**src/rtl/oh_csa_accum.sv**
```systemverilog
// oh_csa_accum
//   Multi-operand carry-save accumulator. Each accepted beat folds N unsigned
//   DW-bit operands into a redundant (sum, carry) state through a chain of
//   4:2 compressors. A beat flagged last resolves the state with a
//   carry-propagate add. The result is then held until the consumer takes it.
//   All arithmetic is modulo 2^AW.
//
// Ports
//   clk        in   clock
//   nreset     in   async active-low reset
//   clear      in   sync flush back to ACC; wins over beats and out_ready
//   in_valid   in   operand beat valid
//   in_ready   out  accumulator accepts a beat this cycle
//   in_last    in   final beat of the accumulation
//   in_data    in   N operands, operand k = in_data[k*DW +: DW]
//   out_valid  out  result valid
//   out_ready  in   consumer takes the result
//   out_data   out  resolved sum (held between results)
//   out_beats  out  beat count of the accumulation, saturating
//
// Configuration
//   OH_CSA_ACCUM_PIPE_EN : split the resolve add into a low half and a high
//   half, with a registered carry between them. This adds one cycle of
//   latency.
//
// States
//   ST_ACC  | accepting beats into (S,C)
//   ST_RES  | resolve (low half when pipelined)
//   ST_RES1 | high half + carry (pipelined build only)
//   ST_OUT  | result held until out_ready
module oh_csa_accum #(
  parameter int DW = 8,
  parameter int N  = 4,
  parameter int AW = DW + 8,
  parameter int CW = 16
) (
  input  logic            clk,
  input  logic            nreset,
  input  logic            clear,
  input  logic            in_valid,
  output logic            in_ready,
  input  logic            in_last,
  input  logic [N*DW-1:0] in_data,
  output logic            out_valid,
  input  logic            out_ready,
  output logic [AW-1:0]   out_data,
  output logic [CW-1:0]   out_beats
);

  typedef enum logic [1:0] {ST_ACC, ST_RES, ST_RES1, ST_OUT} state_t;

  state_t        r_state, w_next;
  logic [AW-1:0] r_s, r_c;
  logic [CW-1:0] r_cnt;
  logic [AW-1:0] w_s_nxt, w_c_nxt;
  logic [AW-1:0] w_x3, w_x4, w_t, w_co;
  logic [CW-1:0] w_cnt_inc;
  logic          w_accept;
  logic          w_final;
  logic [AW-1:0] w_res;

  assign in_ready  = (r_state == ST_ACC) & ~clear;
  assign out_valid = (r_state == ST_OUT);
  assign w_accept  = in_valid & in_ready;
  assign w_cnt_inc = (r_cnt == {CW{1'b1}}) ? r_cnt : r_cnt + 1'b1;

  // Each stage is a word-wide 4:2 compressor taking {S, C, op2k, op2k+1}.
  // The intermediate carry (w_co) plays the role of the horizontal cin/cout
  // and is pre-shifted, so both outputs are already at weight-aligned
  // positions.
  always_comb begin
    w_s_nxt = r_s;
    w_c_nxt = r_c;
    w_x3    = '0;
    w_x4    = '0;
    w_t     = '0;
    w_co    = '0;
    for (int k = 0; k < N / 2; k++) begin
      w_x3    = AW'(in_data[2*k*DW +: DW]);
      w_x4    = AW'(in_data[(2*k+1)*DW +: DW]);
      w_t     = w_s_nxt ^ w_c_nxt ^ w_x3;
      w_co    = ((w_s_nxt & w_c_nxt) | (w_s_nxt & w_x3) | (w_c_nxt & w_x3)) << 1;
      w_c_nxt = ((w_t & w_x4) | (w_t & w_co) | (w_x4 & w_co)) << 1;
      w_s_nxt = w_t ^ w_x4 ^ w_co;
    end
  end

`ifdef OH_CSA_ACCUM_PIPE_EN
  localparam int LW = AW / 2;
  localparam int HW = AW - LW;
  logic [LW-1:0] r_lo;
  logic          r_cy;
  logic [LW:0]   w_lo_sum;

  assign w_lo_sum = {1'b0, r_s[LW-1:0]} + {1'b0, r_c[LW-1:0]};
  assign w_res    = {r_s[AW-1:LW] + r_c[AW-1:LW] + HW'(r_cy), r_lo};
  assign w_final  = (r_state == ST_RES1);

  always_ff @(posedge clk or negedge nreset) begin
    if (!nreset) begin
      r_lo <= '0;
      r_cy <= 1'b0;
    end else if (r_state == ST_RES) begin
      r_lo <= w_lo_sum[LW-1:0];
      r_cy <= w_lo_sum[LW];
    end
  end
`else
  assign w_res   = r_s + r_c;
  assign w_final = (r_state == ST_RES);
`endif

  always_ff @(posedge clk or negedge nreset) begin
    if (!nreset) r_state <= ST_ACC;
    else         r_state <= w_next;
  end

  always_comb begin
    w_next = r_state;
    if (clear) begin
      w_next = ST_ACC;
    end else begin
      case (r_state)
        ST_ACC:  if (w_accept && in_last) w_next = ST_RES;
`ifdef OH_CSA_ACCUM_PIPE_EN
        ST_RES:  w_next = ST_RES1;
`else
        ST_RES:  w_next = ST_OUT;
`endif
        ST_RES1: w_next = ST_OUT;
        ST_OUT:  if (out_ready) w_next = ST_ACC;
        default: w_next = ST_ACC;
      endcase
    end
  end

  // clear drops the accumulation but leaves out_data/out_beats at their last
  // values.
  always_ff @(posedge clk or negedge nreset) begin
    if (!nreset) begin
      r_s       <= '0;
      r_c       <= '0;
      r_cnt     <= '0;
      out_data  <= '0;
      out_beats <= '0;
    end else if (clear) begin
      r_s   <= '0;
      r_c   <= '0;
      r_cnt <= '0;
    end else if (w_accept) begin
      r_s   <= w_s_nxt;
      r_c   <= w_c_nxt;
      r_cnt <= w_cnt_inc;
    end else if (w_final) begin
      out_data  <= w_res;
      out_beats <= r_cnt;
      r_s       <= '0;
      r_c       <= '0;
      r_cnt     <= '0;
    end
  end

endmodule

```
**config.mk**
```make
export PLATFORM = sky130hd
export DESIGN_NAME = oh_csa_accum
export DESIGN_NICKNAME = d
export VERILOG_FILES = /design/src/rtl/oh_csa_accum.sv
export SDC_FILE = /design/constraint.sdc
export NUM_CORES = 1
export LEC_CHECK = 0
export BUFFER_PORTS_ARGS = -buffer_cell sky130_fd_sc_hd__clkbuf_2
export CORE_MARGIN = 4
export CORE_UTILIZATION = 55
export CTS_CLUSTER_DIAMETER = 120
export CTS_CLUSTER_SIZE = 24
export DETAILED_ROUTE_END_ITERATION = 7
export PLACE_DENSITY_LB_ADDON = 0.15
export SLEW_MARGIN = 20
export SYNTH_ARGS = -nofsm -noshare
export SYNTH_HDL_FRONTEND = slang
export SYNTH_SLANG_ARGS = --single-unit
```
**constraint.sdc**
```tcl
create_clock -name clk -period 7.6 [get_ports clk]
set_input_delay 1.52 -clock clk [delete_from_list [all_inputs] [get_ports clk]]
set_output_delay 1.52 -clock clk [all_outputs]
set_load 0.02 [all_outputs]
```
==> results of run 1 <==
-- routing by layer --
layer  up-vias  wire, um
li1       1678         -
met1      1722      4420
met2        62      4950
met3         6       402
met4         0        88
met5         -         0
-- cell type report --
class | count | share of cell area
Clock inverter | 7 | 0.0139
Inverter | 16 | 0.0107
Sequential cell | 81 | 0.362
Clock buffer | 9 | 0.0221
Tap cell | 108 | 0.0242
Timing Repair Buffer | 73 | 0.0673
Multi-Input combinational cell | 313 | 0.499
-- final timing paths --
path | from | endpoint | slack, ns | cells past startpoint
worst max-delay path | clear | in_ready | 4.01 | 3
worst min-delay path | out_data[4] | out_data[4] | 0.49 | 2
worst max register to register | r_s[5] | r_s[5] | 4.89 | 5
worst min register to register | out_data[4] | out_data[4] | 0.49 | 2
max in group asynchronous | nreset | out_beats[9] | 5.90 | 1
min in group asynchronous | nreset | out_data[14] | 1.21 | 1
-- sequential cells by signal (all words and copies together), names as in the netlist --
register	cells
out_beats	16
r_cnt	16
r_state	2
r_s	16
out_data	16
r_c	15
-- through the flow --
stage           util  power, mW  instance area (um^2)  hold slack [ns]  instances
3_3_place_gp   0.618       1.12                  5390            0.459        591
5_1_grt        0.641       1.59                  5590            0.522        607
6_report       0.641       1.46                  5590            0.485        607
2_1_floorplan      -      0.978                  4950            0.468        429
3_5_place_dp   0.618       1.16                  5390            0.470        591
4_1_cts        0.641       1.49                  5590            0.492        607
-- layout by cell type (no fill, tap or decap), types with 15 or more instances in the layout --
cell type / count
sky130_fd_sc_hd__inv_1: 16
sky130_fd_sc_hd__o21ai_0: 36
sky130_fd_sc_hd__clkbuf_2: 70
sky130_fd_sc_hd__nand2_1: 39
sky130_fd_sc_hd__ha_1: 44
sky130_fd_sc_hd__fa_1: 35
sky130_fd_sc_hd__mux2_2: 16
sky130_fd_sc_hd__a22o_1: 27
sky130_fd_sc_hd__a21oi_1: 15
sky130_fd_sc_hd__dfrtp_1: 81
-- tightest hold or removal path, stage by stage (launching register included) --
cell                      delay, ns
sky130_fd_sc_hd__dfrtp_1       0.35
sky130_fd_sc_hd__nand2_1       0.05
sky130_fd_sc_hd__o21ai_0       0.06
-- synthesized netlist by cell type, types with 9 or more instances --
| cell | n |
|---|---|
| sky130_fd_sc_hd__ha_1 | 44 |
| sky130_fd_sc_hd__clkbuf_1 | 14 |
| sky130_fd_sc_hd__a21oi_1 | 15 |
| sky130_fd_sc_hd__o21ai_0 | 36 |
| sky130_fd_sc_hd__nor2_1 | 13 |
| sky130_fd_sc_hd__mux2_2 | 16 |
| sky130_fd_sc_hd__fa_1 | 35 |
| sky130_fd_sc_hd__nand4_1 | 9 |
| sky130_fd_sc_hd__nand2_1 | 39 |
| sky130_fd_sc_hd__dfrtp_1 | 81 |
| sky130_fd_sc_hd__inv_1 | 16 |
| sky130_fd_sc_hd__a22o_1 | 27 |
-- report_power, final --
| part | internal (mW) | leakage, nW | total (mW) | switching, mW |
|---|---|---|---|---|
| sequential | 0.486 | 1.12 | 0.536 | 0.0498 |
| combinational | 0.254 | 1.63 | 0.602 | 0.348 |
| clock | 0.154 | 0.0885 | 0.322 | 0.168 |
-- cells by family after synthesis --
| kind of cell | count (synthesis) |
|---|---|
| AO/OA/AOI/OAI | 122 |
| AND/OR/NAND/NOR | 84 |
| flip-flops | 81 |
| adder cells (fa/ha/maj) | 79 |
| buffers and inverters | 35 |
| multiplexers | 16 |
| XOR/XNOR | 12 |
==> results, run 1 <==
- The flow ran to the end, and the final reports show no timing, DRC or antenna violations.
- For this run, the number of Yosys warnings is 0.
- The clock tree from TritonCTS is yes.
- In this design, the stage delay of the slowest critical-path cell is 0.20 ns.
- The number of buffer cells added on primary ports is 71.
- The critical path arrival is 2.07 ns.
- The portion of the post-synthesis area used by sequential elements is 0.410.
- Of the total synthesized cell area, the portion taken by AND, OR, NAND and NOR gates is 0.0830.
- Clock latency on the worst-skew pair, taken at its later pin, is 0.35 ns.
- After detailed routing, the average wire length per cell comes to 16.3 um.
- The number of antenna violations at the first check in global routing was 0.
- The area occupied by multi-input gates is 2790 um^2.
- The fraction of layout cells with a size suffix above 1 is 0.226.
- The worst path required time is 6.08 ns.
- The number of DRC markers after the initial detailed-route iteration is 103.
- Summed over all cells, the static leakage comes to 2.84 nW.
- The maximum number of pins on one net before global-route repair is 82.
- The final-report hold violation count is 0.
- In this run the worst hold path is classified as reg2reg.
- The number of nets produced by synthesis is 546.
- The count of buffering cells on the critical path with inverters included is 2.
- The combinational family with the most area after synthesis is adder cells.
- The number of remaining DRC errors is 0.
- Headroom to the max-slew limit came out at 0.324.
- The number of buffers inserted by hold repair at cts is 0.
- In the final layout, flip-flops and latches occupy 2030 um^2.
- The iteration count of the initial detailed-routing pass is 4.
- The synthesized area per cell is 11.5 um^2.
- Prior to clock tree synthesis, the placed netlist has a worst setup slack of 3.66 ns.
- The row count is 34.
- The critical path goes through clkbuf_2, nor2b_1, clkbuf_2.
- The overall via count from detail_route is 3468.
- Of the total synthesized cell area, the portion taken by full adders, half adders and majority gates is 0.253.
- The fill cell total of the finished layout is 732.
- Broken down by cell family, the worst path's largest delay share belongs to buffers and inverters.
- Clock-pin slew was measured on the worst setup and hold paths at 0.09 ns.
- The highest fanout seen on the critical path is 8.
- The slew of the pin with the lowest slew margin is 1.01 ns.
- Across every metal layer, demand over resource in global routing totals 0.203.
- Once detail routing completed, the nets flagged for antenna violations numbered 0.
- The wire length of the first global-routing pass is 16.9 mm.
- The async set or reset register ratio after synthesis is 1.00.
- The leading area contributor after synthesis is sky130_fd_sc_hd__dfrtp_1.
- The floorplan step defined a die boundary enclosing 10600 um^2.
- The synthesized netlist cell count is 429.
- The number of pins with negative max-slew slack in the final report came to 0.
- In the finished design, the share of the clock period the worst path needs comes to 0.473.
- The maximum vdd ir drop is 0.000172 V.
- The post-CTS setup-driven buffer insertion count is 0.
- In the synthesized netlist the dominant register cell turns out to be sky130_fd_sc_hd__dfrtp_1.
- Setup repair after global routing left no endpoint under its margin.
- The met3 layer usage reported by global route is 0.0467.
- After global routing, the most crowded layer is met2.
- TritonCTS created 9 clock buffers.
- The number of vias per cell after detailed routing is 5.71.
- Across the run, the number of max-cap violations was 0.
- The die span in y is 103 um.
- Counting flops with a built-in enable in the synthesized netlist gives 0.
- The post-cts gate resize count is 0.
- The XOR/XNOR share of the synthesized area is 0.0212.
- Synthesis inferred 81 register bits.
- STA classifies the critical path startpoint as a primary input.
- The placeable core region is 8720 um^2.
- The sum of net half-perimeters after detailed placement is 7.17 mm.
- The via count of the first global-routing pass is 3638.
- The post-layout worst setup margin is 4.01 ns.
- The total of endpoints with negative setup slack in the final report is 0.
- The worst setup path category is in2out.
- The worst setup path is captured at an output port.
- The met2 usage is 0.347.
- At the end of the flow, the number of nets in the layout was 611.
- Pin placement for this block handled 72 I/O pins.
- The portion of synthesized area spent on multiplexers is 0.0364.
- The congestion estimate from routability-driven global placement came to 0.827.
- The TritonCTS sink count is 81.
- The depth of the CTS H-tree is 3.
- From synthesis to final layout, the design area changed by 13.0%.
- After global routing the overflow that remains totals 0.
- The cell that appears most often on the critical path is sky130_fd_sc_hd__clkbuf_2.
- For this run, global-route usage on met1 was measured as 0.263.
- Static timing analysis puts the maximum clock frequency at 278 MHz.
- The total negative slack is 0 ns.
- The setup clock skew after layout is 0.0160 ns.
- Sorting the synthesized cells by area gives the leading types as sky130_fd_sc_hd__dfrtp_1, sky130_fd_sc_hd__fa_1, sky130_fd_sc_hd__ha_1, sky130_fd_sc_hd__a22o_1, sky130_fd_sc_hd__o21ai_0.
- The library cell contributing the largest single delay on the critical path is sky130_fd_sc_hd__clkbuf_2.
- Summed over all layers, the routed wires come to 9.87 mm.
- The number of diodes added for antenna fixing is 0.
- The initial utilization of the core area, before any placement, comes to 0.567.
- The number of buffers between clock root and the deepest sink is 2.
- The post-synthesis compound-gate area fraction is 0.168.
- Summing every instance area after synthesis gives 4950 um^2.
- The floorplan die width is 103 um.
- The synthesized netlist contains 46 unique library cells.
- The power density normalized to cell area is 261 nW/um^2.
- Subtracting the final worst setup slack from the clock period gives 3.59 ns.
- The portion of synthesized cell area occupied by the leading cell type is 0.410.
- The root buffer cell chosen for the clock tree is sky130_fd_sc_hd__clkbuf_8.
No activity file was read; power rests on OpenSTA's default activity.
==> run 2, diff against run 1 <==
Clock period 7.6 ns to 3.8 ns, I/O delays scaled along.
==> run 2 against run 1 <==
Worst setup slack got worse by 3.0 ns. Via count is 1.1% higher. Cell area is 0.58% higher. Die area is the same. Final cell count up 0.33%. Clock-buffer cell count did not move. Sequential power rose by 100%. Core utilization up 0.37 points. Global-route usage fell by 0.29 points. Register-to-register slack got worse by 3.8 ns. Combinational power rose by 99%. Critical endpoint is now r_s[1]. Highest routed layer unchanged.
==> results, run 2 (synthesis results as in run 1) <==
- The run finished with clean final reports.
- The depth of the CTS H-tree is 3 (unchanged).
- The clock network fraction of total power is 0.236 (+0.016).
- The setup slack of the most critical reg-to-reg path is 1.08 ns (-3.81 ns).
- The number of max-cap violations is 0 (unchanged).
- The maximum vdd ir drop was 0.000362 V (+110%).
- The cell-internal power is 1.85 mW (+110%).
- The count of antenna-violating nets left after detailed routing is 0 (unchanged).
- The global router's overall resource usage came to 0.200 (-0.00293).
- The sum of net half-perimeters after detailed placement is 7.35 mm (+2.5%).
- The initial cell density of the core came to 0.567 (unchanged).
- The overall via count from detail_route came to 3507 (+1.1%).
- The row count came to 34 (unchanged).
- The TritonCTS buffer count was 9 (unchanged).
- The floorplan die width is 103 um (unchanged).
- The placer's final routability congestion estimate is 0.804 (-2.8%).
- The total negative slack is 0 ns (unchanged).
- The combinational share of power is 0.402 (-0.010).
- The relative max-transition margin is 0.323 (-0.000890).
- The worst path required time is 4.02 ns (-2.06 ns).
- The power share of the sequential group is 0.361 (-0.006).
- The critical path arrival is 3.02 ns (+0.95 ns).
- The synthesis-to-finish area growth is 13.7%.
- The mean routed wirelength per cell is 16.0 um (-1.5%).
- Setup repair after global routing left no endpoint under its margin.
- The leakage power summed over all cells was 2.87 nW (+1.1%).
- The setup clock skew after layout is 0.0107 ns (-0.00529 ns).
- The number of diodes added for antenna fixing is 0 (unchanged).
- The power density normalized to cell area was 528 nW/um^2 (+100%).
- The number of buffers inserted by hold repair at cts is 0 (unchanged).
- The library cell used most frequently in the layout, excluding fill and tap cells, is sky130_fd_sc_hd__dfrtp_1.
- The aggregate global routing overflow is 0 (unchanged).
- The clock latency on the worst-skew pair was 0.35 ns (about the same).
- The TritonCTS sink count is 81 (unchanged).
- The tree is rooted in a sky130_fd_sc_hd__clkbuf_8.
- The wire length of the first global-routing pass is 16.5 mm (-2.3%).
- The number of remaining DRC errors is 0 (unchanged).
- The post-CTS setup-driven buffer insertion count was 0 (unchanged).
- The clock edge transition at the registers on the reported setup and hold paths is 0.09 ns (about the same).
- Of the available clock period, the critical path in the final layout requires 0.737.
- The total of endpoints with negative setup slack in the final report came to 0 (unchanged).
- The number of pins with negative max-slew slack in the final report is 0 (unchanged).
- The highest fanout seen on the critical path is 1 (-7).
- The full die area was 10600 um^2 (unchanged).
- The number of DRC markers after the initial detailed-route iteration came to 124 (+20%).
- The total chip power is 2.97 mW (+100%).
- The post-route minimum period is 2.80 ns.
- The setup path with the least slack is of type in2reg.
- The maximum operating frequency is 357 MHz.
- The maximum number of pins on one net before global-route repair is 82 (unchanged).
- The final-report hold violation count was 0 (unchanged).
- The number of antenna violations at the first check in global routing is 0 (unchanged).
- The via count of the first global-routing pass is 3505 (-3.7%).
- The top cell types in the final layout, fill and taps aside, are sky130_fd_sc_hd__dfrtp_1, sky130_fd_sc_hd__clkbuf_2, sky130_fd_sc_hd__ha_1, sky130_fd_sc_hd__nand2_1, sky130_fd_sc_hd__o21ai_0.
- The I/O pin count is 72 (unchanged).
- The number of vias per cell after detailed routing was 5.76 (+0.79%).
- The category of the worst setup path launch point is a primary input.
- The worst reg2reg path startpoint is r_s[1].
- The clock tree from TritonCTS is yes.
- The net switching power came to 1.12 mW (+98%).
- The post-cts gate resize count is 0 (unchanged).
- The slew of the pin with the lowest slew margin came to 1.01 ns (-0.00192 ns).
- The placeable core region came to 8720 um^2 (unchanged).
- The length in cells of the worst reg-to-reg path is 6 (+1).
- The die span in y came to 103 um (unchanged).
- The endpoint of the lowest-slack register-to-register path is r_s[1].
- The fill cell total of the finished layout came to 711 (-2.9%).
- The number of buffers between clock root and the deepest sink is 2 (unchanged).
- The total wirelength of the detailed-routed design is 9.75 mm (-1.2%).
- The net switching share of the total power was 0.377 (-0.0102).
- The class of the most critical hold timing path is in2async.
- The final layout net count came to 613 (+0.33%).
- The fraction of layout cells with a size suffix above 1 is 0.230 (+0.00309).
- The endpoint class of the critical path is a flop.
- The number of buffer cells added on primary ports is 71 (unchanged).
- The iteration count of the initial detailed-routing pass is 4 (unchanged).
run 2: changes by cell type in the layout (fill, tap and decap cells not counted):
cell / before / now
sky130_fd_sc_hd__buf_4: 2 / 4
sky130_fd_sc_hd__inv_6: 2 / 0
sky130_fd_sc_hd__clkinvlp_4: 4 / 1
sky130_fd_sc_hd__bufinv_16: 1 / 2
sky130_fd_sc_hd__clkinv_2: 0 / 2
sky130_fd_sc_hd__clkinv_4: 0 / 2
run 2: per-layer routing:
metal | vias up | global-route usage | part of all wire
met4 | 0 | 0.0767 | 0.018
met3 | 16 | 0.0440 | 0.045
met5 | - | 0 | 0
met2 | 73 | 0.335 | 0.50
met1 | 1736 | 0.255 | 0.44
li1 | 1682 | - | -
run 2: stage by stage:
step                hold slack (ns)  instance area (um^2)  worst slack (ns)  instances  utilization
finish                        0.414                  5630             0.999        609        0.645
global route                  0.496                  5630             0.880        609        0.645
CTS                           0.487                  5620             0.998        609        0.645
detailed placement            0.469                  5400             0.605        593        0.620
global placement              0.460                  5400             0.674        593        0.620
floorplan                     0.464                  4950             0.796        429            -
run 2: worst max path at each step:
stage               start      to  slack (ns)  depth (start not counted)
4_1_cts        in_data[6]  r_s[6]         1.0                          6
6_report       in_data[1]  r_s[1]         1.0                          7
2_1_floorplan  in_data[3]  r_s[3]        0.80                          5
3_5_place_dp   in_data[1]  r_s[1]        0.60                          7
5_1_grt        in_data[1]  r_s[1]        0.88                          7
3_3_place_gp   in_data[3]  r_s[3]        0.67                          6
run 2: cell type report:
type / count / area (um^2) / share of cell area
clock buffers: 9 / 124 / 0.0220
clock inverters: 7 / 95.1 / 0.0169
inverters: 16 / 60.1 / 0.0107
multi-input cells: 313 / 2790 / 0.496
flip-flops and latches: 81 / 2030 / 0.360
well taps: 108 / 135 / 0.0240
repair buffers: 75 / 392 / 0.0696
run 2: critical path, cell delays in order:
cell,delay (ns)
sky130_fd_sc_hd__clkbuf_2,0.10
sky130_fd_sc_hd__fa_1,0.58
sky130_fd_sc_hd__fa_1,0.44
sky130_fd_sc_hd__fa_1,0.51
sky130_fd_sc_hd__inv_1,0.05
sky130_fd_sc_hd__fa_1,0.49
sky130_fd_sc_hd__o21ai_0,0.09
run 2: power groups by stage:
stage                     logic [mW]  clock network (mW)  registers (mW)
final                           1.20               0.702            1.07
after CTS                       1.23               0.713            1.07
after floorplan                0.832                   0            1.12
after global placement          1.16                   0            1.09
after global routing            1.40               0.750            1.09
after detailed placement        1.22                   0            1.09
==> run 3, diff against run 2 <==
Settings changed: ABC_AREA from default to 1, CORE_UTILIZATION 55 to 53.
Clock period 3.8 ns to 2.4 ns, I/O delays scaled along.
==> run 3 against run 2 <==
The flow now finishes with violations (setup timing). Sequential share of layout area down 2.8 points. Synthesized cell count increased by 34%. Via count grew 19%. Worst setup slack got worse by 1.3 ns. Area after synthesis rose by 6.7%. Critical endpoint is now r_s[4].
==> results, run 3 <==
- The run finished, with violations left.
- The checks that failed: setup timing.
- The distinct cell type count after synthesis is 34 (-26%).
- The post-route minimum period is 2.72 ns.
- The clock latency on the worst-skew pair came to 0.36 ns (about the same).
- The sum of net half-perimeters after detailed placement came to 8.89 mm (+21%).
- The critical path arrival is 2.97 ns (-0.05 ns).
- The mean routed wirelength per cell is 14.1 um (-12%).
- The number of remaining DRC errors was 0 (unchanged).
- The worst register-to-register path ends at r_s[4].
- The number of max-cap violations came to 0 (unchanged).
- The setup path with the least slack is of type reg2reg.
- The instance count after placement with tap cells included was 787 (+33%).
- Setup repair after global routing could not meet its margin everywhere.
- STA classifies the critical path startpoint as a flop.
- The number of storage elements in the synthesis netlist was 81 (unchanged).
- The library cell used most frequently in the layout, excluding fill and tap cells, is sky130_fd_sc_hd__nand2_1.
- The number of standard cells in the layout, taps in and fillers out came to 803 (+32%).
- The count of antenna-violating nets left after detailed routing was 0 (unchanged).
- The stage delay of the slowest cell on the critical path is 0.55 ns (-0.03 ns).
- The number of buffers between clock root and the deepest sink is 2 (unchanged).
- The net switching share of the total power is 0.396 (+0.0185).
- The worst path required time came to 2.65 ns (-1.37 ns).
- The leakage power summed over all cells is 3.29 nW (+15%).
- The wire length of the first global-routing pass is 20.0 mm (+21%).
- The iteration count of the initial detailed-routing pass came to 4 (unchanged).
- The post-synthesis instance area was 5280 um^2 (+6.7%).
- The initial cell density of the core is 0.543 (-0.0246).
- The total negative slack is -3.19 ns (-3.19 ns).
- The cell sitting at the root of the clock tree is a sky130_fd_sc_hd__clkbuf_8.
- The relative max-transition margin is 0.659 (+0.336).
- The async set or reset register ratio after synthesis was 1.00 (unchanged).
- Among all cell types in the netlist, the one instantiated most often is sky130_fd_sc_hd__nand2_1.
- The overall via count from detail_route was 4187 (+19%).
- The finished layout cell area is 6090 um^2 (+8.3%).
- For this design, the slowest cell found on the critical path is sky130_fd_sc_hd__fa_1.
- The floorplan die width is 108 um (+4.8%).
- The maximum operating frequency is 368 MHz.
- STA classifies the critical path endpoint as a flop.
- The total of endpoints with negative setup slack in the final report is 14 (+14).
- The final layout net count is 782 (+28%).
- The number of vias per cell after detailed routing is 5.21 (-9.5%).
- The top cell types in the final layout, fill and taps aside, are sky130_fd_sc_hd__nand2_1, sky130_fd_sc_hd__dfrtp_1, sky130_fd_sc_hd__clkbuf_2, sky130_fd_sc_hd__inv_1, sky130_fd_sc_hd__ha_1.
- Among the stages of the critical path, the cell type that occurs most often is sky130_fd_sc_hd__fa_1.
- The row count was 36 (+5.9%).
- The leading area contributor after synthesis is sky130_fd_sc_hd__dfrtp_1.
- The portion of synthesized cell area occupied by the leading cell type is 0.384 (-0.0258).
- The number of buffers inserted by hold repair at cts is 0 (unchanged).
- The die span in y is 108 um (+4.8%).
- The post-detailed-placement cell area is 5890 um^2 (+9.1%).
- The class of the most critical hold timing path is in2async.
- The fill cell total of the finished layout is 875 (+23%).
- The count of buffering cells on the critical path with inverters included is 0 (-2).
- In the synthesized netlist, the cells that appear most often are sky130_fd_sc_hd__nand2_1, sky130_fd_sc_hd__dfrtp_1, sky130_fd_sc_hd__inv_1.
- The highest fanout seen on the critical path is 2 (+1).
- The cell-internal power was 2.76 mW (+49%).
- The number of buffer cells added on primary ports is 71 (unchanged).
- In this run the critical register-to-register path is launched from r_s[4].
- TritonCTS built the clock tree.
- The number of nets produced by synthesis is 694 (+27%).
- The number of DRC markers after the initial detailed-route iteration is 205 (+65%).
- The final-report hold violation count is 0 (unchanged).
- Among all flip-flop cells after synthesis, the most frequent one is sky130_fd_sc_hd__dfrtp_1.
- The signal on the critical path passes through fa_1, fa_1, fa_1, fa_2, a22o_1.
- Of the available clock period, the critical path in the final layout requires 1.13.
- The worst slack on hold paths is 0.0350 ns (-0.379 ns).
- The full die area is 11600 um^2 (+9.9%).
- The placeable core region is 9730 um^2 (+12%).
- The placer's final routability congestion estimate came to 0.862 (+7.2%).
- The cell family contributing the most delay on the critical path is adder cells.
- The number of diodes added for antenna fixing is 0 (unchanged).
- The TritonCTS sink count was 81 (unchanged).
- The synthesized area per cell came to 9.15 um^2 (-21%).
- The aggregate global routing overflow is 0 (unchanged).
- The net switching power is 1.81 mW (+61%).
- The combinational share of power is 0.428 (+0.026).
- The post-CTS setup-driven buffer insertion count is 0 (unchanged).
- The minimum setup slack after placement is -0.521 ns (-1.13 ns).
- The clock edge transition at the registers on the reported setup and hold paths is 0.10 ns (about the same).
- The via count of the first global-routing pass was 4323 (+23%).
- In the post-synthesis netlist, the biggest area contributors are sky130_fd_sc_hd__dfrtp_1, sky130_fd_sc_hd__fa_1, sky130_fd_sc_hd__nand2_1, sky130_fd_sc_hd__ha_1, sky130_fd_sc_hd__a22o_1.
- The depth of the CTS H-tree came to 3 (unchanged).
- The setup clock skew after layout was 0.0162 ns (+0.00540 ns).
- The length in cells of the worst reg-to-reg path is 5 (-1).
- The clock network fraction of total power is 0.204 (-0.032).
- The maximum number of pins on one net before global-route repair is 54 (-34%).
- The synthesis-to-finish area growth is 15.4%.
- The number of synthesis warnings is 0 (unchanged).
- The slew of the pin with the lowest slew margin came to 0.510 ns (-0.502 ns).
- The synthesized netlist cell count is 577 (+34%).
- The power share of the sequential group is 0.369 (+0.008).
- The number of pins with negative max-slew slack in the final report is 0 (unchanged).
- The TritonCTS buffer count is 9 (unchanged).
- The portion of the post-synthesis area used by sequential elements is 0.384 (-0.0258).
- The fraction of layout cells with a size suffix above 1 is 0.200 (-0.0295).
- The maximum vdd ir drop came to 0.000566 V (+56%).
- The count of flip-flops with a built-in enable after synthesis is 0 (unchanged).
- The post-layout worst setup margin was -0.317 ns (-1.32 ns).
- The number of antenna violations at the first check in global routing is 0 (unchanged).
- The setup slack of the most critical reg-to-reg path was -0.32 ns (-1.40 ns).
- The total wirelength of the detailed-routed design was 11.4 mm (+16%).
- The I/O pin count is 72 (unchanged).
- The global router's overall resource usage is 0.216 (+0.0165).
- The power density normalized to cell area is 750 nW/um^2 (+42%).
-- run 3: how the worst max path moves through the flow --
stage          endpoint  depth (start not counted)       start
6_report         r_s[4]                          5      r_s[4]
5_1_grt          r_s[7]                          5      r_s[7]
4_1_cts          r_s[5]                          5      r_s[5]
3_5_place_dp     r_s[5]                          6  in_data[5]
3_3_place_gp     r_s[4]                          6  in_data[4]
2_1_floorplan    r_s[3]                          5  in_data[3]
-- run 3: logic make-up after synthesis --
family / count (synthesis) / synth area share
AO/OA/AOI/OAI: 77 / 0.0960
XOR/XNOR: 10 / 0.0166
adder cells (fa/ha/maj): 79 / 0.237
buffers and inverters: 78 / 0.0597
flip-flops: 81 / 0.384
AND/OR/NAND/NOR: 252 / 0.207
-- run 3: per-stage QoR --
stage / utilization / power [mW]
finish: 0.626 / 4.57
global route: 0.626 / 4.97
CTS: 0.625 / 4.63
detailed placement: 0.606 / 3.68
global placement: 0.606 / 3.55
floorplan: - / 3.03
-- run 3: metal layers --
| layer | share of wire | track usage | wire (um) | up-vias |
|---|---|---|---|---|
| met5 | 0 | 0 | 0 | - |
| met4 | 0.021 | 0.0794 | 234 | 0 |
| met3 | 0.033 | 0.0270 | 370 | 20 |
| met2 | 0.50 | 0.370 | 5650 | 79 |
| met1 | 0.45 | 0.282 | 5100 | 2021 |
| li1 | - | - | - | 2067 |
-- run 3: repair_timing --
item	in CTS	in global routing
pin swaps	4	0
setup endpoints to repair	15	15
resized for setup	5	2
endpoints found under the hold margin	0	0
-- run 3: cell type report --
class	instances	area, um^2	area share
well taps	133	166	0.0273
multi-input cells	418	2960	0.486
inverters	65	244	0.0401
flip-flops and latches	81	2030	0.333
repair buffers	90	513	0.0842
clock inverters	6	50.0	0.00822
clock buffers	10	128	0.0210
-- run 3: power groups by stage --
stage	combinational, mW	clock (mW)	sequential (mW)
after floorplan	1.26	0	1.76
after global placement	1.84	0	1.71
after detailed placement	1.97	0	1.71
after CTS	2.00	0.950	1.69
after global routing	2.26	1.00	1.71
final	1.95	0.931	1.69
